<file path="config.mk">
export PLATFORM = sky130hd
export DESIGN_NAME = stream_upsizer
export DESIGN_NICKNAME = d
export VERILOG_FILES = /design/src/rtl/stream_upsizer.sv
export SDC_FILE = /design/constraint.sdc
export NUM_CORES = 1
export LEC_CHECK = 0
export ABC_AREA = 1
export CAP_MARGIN = 20
export CELL_PAD_IN_SITES_DETAIL_PLACEMENT = 0
export CELL_PAD_IN_SITES_GLOBAL_PLACEMENT = 1
export CORE_MARGIN = 10
export CORE_UTILIZATION = 39
export DETAILED_ROUTE_END_ITERATION = 12
export PLACE_DENSITY = 0.9
export RECOVER_POWER = 25
export SYNTH_ARGS = -nofsm -noshare
export SYNTH_HDL_FRONTEND = slang
export SYNTH_SLANG_ARGS = --single-unit
</file>
<file path="constraint.sdc">
create_clock -name clk_i -period 3.9 [get_ports clk_i]
set_input_delay 0.78 -clock clk_i [delete_from_list [all_inputs] [get_ports clk_i]]
set_output_delay 0.78 -clock clk_i [all_outputs]
set_load 0.05 [all_outputs]
</file>
<file path="src/rtl/stream_upsizer.sv">
// rtl/stream_upsizer.sv - packs RATIO narrow valid/ready beats into one wide word.
// Optional packet-end support (last_i/last_o, early close) under `STREAM_UPSIZER_LAST_EN.
module stream_upsizer #(
   parameter  int IN_WIDTH  = 8,
   parameter  int RATIO     = 4,
   localparam int OUT_WIDTH = IN_WIDTH * RATIO,
   localparam int CNT_WIDTH = $clog2(RATIO + 1)
) (
   input  logic                 clk_i,
   input  logic                 rst_n_i,
   input  logic                 flush_i,
   input  logic                 valid_i,
   output logic                 ready_o,
   input  logic [IN_WIDTH-1:0]  data_i,
`ifdef STREAM_UPSIZER_LAST_EN
   input  logic                 last_i,
   output logic                 last_o,
`endif
   output logic                 valid_o,
   input  logic                 ready_i,
   output logic [OUT_WIDTH-1:0] data_o,
   output logic [CNT_WIDTH-1:0] cnt_o
);

   typedef enum logic {FILL, FULL} state_t;

   localparam logic [CNT_WIDTH-1:0] LAST_IDX = CNT_WIDTH'(RATIO - 1);

   state_t                 state;
   logic [CNT_WIDTH-1:0]   idx;
   logic                   out_hs;
   logic                   accept;
   logic                   closing;
   logic                   last_beat;
   logic [OUT_WIDTH-1:0]   word_nxt;

`ifdef STREAM_UPSIZER_LAST_EN
   assign last_beat = last_i;
`else
   assign last_beat = 1'b0;
`endif

   assign valid_o = (state == FULL);
   assign ready_o = (!valid_o || ready_i) && !flush_i;
   assign out_hs  = valid_o && ready_i;
   assign accept  = valid_i && ready_o;
   assign closing = accept && ((idx == LAST_IDX) || last_beat);

   // A word leaving this cycle is replaced by a zeroed one so unwritten lanes read as zero.
   always_comb begin
      word_nxt = out_hs ? '0 : data_o;
      if (accept) begin
         word_nxt[int'(idx)*IN_WIDTH +: IN_WIDTH] = data_i;
      end
   end

   always_ff @(posedge clk_i or negedge rst_n_i) begin
      if (!rst_n_i) begin
         state  <= FILL;
         idx    <= '0;
         data_o <= '0;
         cnt_o  <= '0;
`ifdef STREAM_UPSIZER_LAST_EN
         last_o <= 1'b0;
`endif
      end else if (flush_i) begin
         state  <= FILL;
         idx    <= '0;
         data_o <= '0;
         cnt_o  <= '0;
`ifdef STREAM_UPSIZER_LAST_EN
         last_o <= 1'b0;
`endif
      end else begin
         data_o <= word_nxt;
         if (out_hs) begin
            state <= FILL;
            cnt_o <= '0;
`ifdef STREAM_UPSIZER_LAST_EN
            last_o <= 1'b0;
`endif
         end
         // In FULL a beat is only accepted alongside the handshake, when idx is already 0.
         if (accept) begin
            if (closing) begin
               state <= FULL;
               cnt_o <= idx + 1'b1;
               idx   <= '0;
`ifdef STREAM_UPSIZER_LAST_EN
               last_o <= last_i;
`endif
            end else begin
               idx <= idx + 1'b1;
            end
         end
      end
   end

endmodule

</file>
==> flow_summary.json <==
{
  "hold_end": "data_o[10]$_DFF_PN0_",
  "crit_type": "input port to output pin",
  "fp.dieH_microns": 91.54,
  "setup_total_negative_slack_ns": 0,
  "syn_area_sq_um": 1996,
  "hp-start": "data_o[10]$_DFF_PN0_",
  "via_per_inst": 5.045,
  "design_area_sq_um": 2603,
  "start_util": 0.4116,
  "wirelength_mm": 5.142,
  "p_leak_uw": 0.001123,
  "die_area_sq_um": 8379,
  "cp.required_ns": 3.12,
  "htreeDepth": 2,
  "synth_area_leader_cell": "dfrtp_1",
  "startpoint_type": "input port",
  "grt_max_degree": 40,
  "peakVddDrop_mv": 0.2068,
  "grtUsageTotal": 0.1254,
  "final_max_slew_viol_count": 40,
  "num-nets-final": 286,
  "ff2ff_path_depth": 9,
  "cts_buffers": 5,
  "r2r-start": "idx[0]$_DFFE_PN0P_",
  "hpwl_mm": 3.713,
  "status": "complete, but fails checks",
  "syn_nets": 238,
  "tightest_slew_ns": 2.086,
  "holdBufCountCts": 0,
  "synth_cell_types": 25,
  "synthCells": 221,
  "grt_pass1_vias": 1682,
  "drive_gt1_frac": 0.1148,
  "drc": 0,
  "antenna_found_initial": 0,
  "hold_class": "flop to flop",
  "gp_congestion": 0.8565,
  "hold_viol_final": 0,
  "yosysSeqAreaShare": 0.4890,
  "clk_latency_ns": 0.29,
  "post_cts.repair.setup_buffers": 0,
  "clock_sinks": 39,
  "regToRegSetupSlack_ns": 1.63,
  "drtAntennaViolNets": 0,
  "endpoint_kind": "output pin",
  "finalSetupViolCount": 0,
  "ys_warn_count": 0,
  "fin_crit_sh": 0.7711,
  "syn_to_final_growth_pct": 30.41,
  "powerDensity_nw_per_um2": 471.9,
  "port_buffers": 49,
  "cts_tree": "built",
  "fmaxAchievable_ghz": 0.3325,
  "cts-resized-gates": 0,
  "fillCellCount": 458,
  "fp-row-count": 25,
  "yosysTopAreaCellShare": 0.4890,
  "wire_per_inst_microns": 15.26,
  "syn_area_per_cell_sq_um": 9.030,
  "io_pins": 50,
  "drt_iter0_markers": 131,
  "violations": "max-capacitance violations, max-slew violations",
  "max_slew_margin": -0.3908,
  "dr_total_vias": 1700,
  "grt.overflow.total": 0,
  "clk_path_buf_depth": 2,
  "ys_ff_latch": 39,
  "cp_max_fo": 3,
  "synth_area_leaders": "dfrtp_1, a21oi_1, nand3_1",
  "maxCapViolations": 1,
  "clkTransAtPathRegs_ns": 0.07,
  "min_path_cells": 2,
  "finClkSkew_ns": 0.007186,
  "grt_pass1_wl_mm": 8.638,
  "arrival_ns": 2.23,
  "core_area_sq_um": 4848,
  "min_period_ns": 3.007,
  "diodes": 0,
  "postPlaceCellArea_sq_um": 2522,
  "clockRootBuffer": "clkbuf_8",
  "dr.pass1.iters": 4,
  "fp.dieW_microns": 91.54,
  "r2r-end": "data_o[6]$_DFF_PN0_",
  "rsz0062_at_grt": "false",
  "holdWs_ns": 0.5300
}
## per-stage QoR
| stage | instances | worst slack [ns] | power (uW) | utilization |
|---|---|---|---|---|
| detailed placement | 329 | 0.9005 | 976.2 | 0.5203 |
| global placement | 329 | 0.9093 | 969.1 | 0.5203 |
| finish | 337 | 0.8927 | 1228 | 0.5368 |
| floorplan | 221 | 1.475 | 860.7 | - |
| global route | 337 | 0.8141 | 1301 | 0.5368 |
| CTS | 337 | 0.8878 | 1239 | 0.5370 |
## cells in the mapped netlist
| master | number |
|---|---|
| a21oi_1 | 39 |
| a21oi_2 | 3 |
| a22oi_1 | 1 |
| buf_1 | 1 |
| buf_2 | 4 |
| buf_6 | 2 |
| clkbuf_1 | 3 |
| dfrtp_1 | 39 |
| ha_1 | 4 |
| inv_1 | 19 |
| inv_2 | 4 |
| inv_4 | 1 |
| inv_6 | 1 |
| nand2_1 | 14 |
| nand2_2 | 3 |
| nand2_4 | 1 |
| nand3_1 | 34 |
| nand3_4 | 4 |
| nor2_1 | 20 |
| nor2_4 | 2 |
| nor2_8 | 3 |
| o21ai_0 | 1 |
| o21ai_1 | 15 |
| o22ai_1 | 2 |
| or2_4 | 1 |
## critical path, stage by stage
cell and delay, ns:
clkdlybuf4s50_1 0.50, nor2_1 0.06, nor2_1 0.08, clkdlybuf4s50_1 0.81
## placed cells by master (no fill, tap or decap)
master / netlist / final
clkbuf_8: 0 / 5
nand2_2: 3 / 3
nor2_4: 2 / 2
or2_4: 1 / 1
nand2_1: 14 / 14
clkbuf_1: 3 / 3
dfrtp_1: 39 / 39
a21oi_2: 3 / 3
clkinv_2: 0 / 1
inv_4: 1 / 1
o21ai_1: 15 / 15
inv_6: 1 / 1
nand3_4: 4 / 4
a22oi_1: 1 / 1
inv_1: 19 / 19
a21oi_1: 39 / 39
inv_2: 4 / 4
buf_4: 0 / 2
ha_1: 4 / 4
nand2_4: 1 / 1
nand3_1: 34 / 34
clkdlybuf4s50_1: 0 / 48
nor2_8: 3 / 3
o22ai_1: 2 / 2
nor2_1: 20 / 20
o21ai_0: 1 / 1
## registers in the layout (all words and copies together), names as in the netlist
signal   count
valid_o      1
data_o      32
cnt_o        3
idx          3
## kinds of logic (layout without fill, tap and decap cells)
logic type | after synthesis | count (layout) | synth area share
buffers and inverters | 35 | 84 | 0.07962
and+or+nand+nor | 82 | 82 | 0.2451
DFF | 39 | 39 | 0.4890
adders and majority gates | 4 | 4 | 0.02508
AOI/OAI and AO/OA | 61 | 61 | 0.1611
## layer usage
metal | track usage | vias to the layer above | part of all wire
met5 | 0 | - | 0
met2 | 0.2002 | 56 | 0.47
met4 | 0.03916 | 0 | 0.0074
li1 | - | 840 | -
met1 | 0.1482 | 799 | 0.43
met3 | 0.05432 | 5 | 0.086
## cell type report
cell class	instances	area (sq um)	area share
tap	67	83.83	0.03221
clock buffer	7	76.32	0.02933
inverter	25	101.3	0.03894
clock inverter	1	5.005	0.001923
sequential	39	975.9	0.3750
timing repair buffer	51	499.2	0.1918
multi-input combinational	147	860.8	0.3308
## how the worst max path moves through the flow
stage | from | endpoint | slack [ns] | cells past startpoint
2_1_floorplan | flush_i | ready_o | 1.47 | 2
3_3_place_gp | ready_i | ready_o | 0.91 | 4
3_5_place_dp | ready_i | ready_o | 0.90 | 4
4_1_cts | ready_i | ready_o | 0.89 | 4
5_1_grt | ready_i | ready_o | 0.81 | 4
6_report | ready_i | ready_o | 0.89 | 4
## where the power goes
| group | internal (uW) | switching, uW |
|---|---|---|
| registers | 436 | 37.7 |
| logic | 157 | 334 |
| clock network | 126 | 137 |
Note: power is estimated with default switching activity, not from simulation.
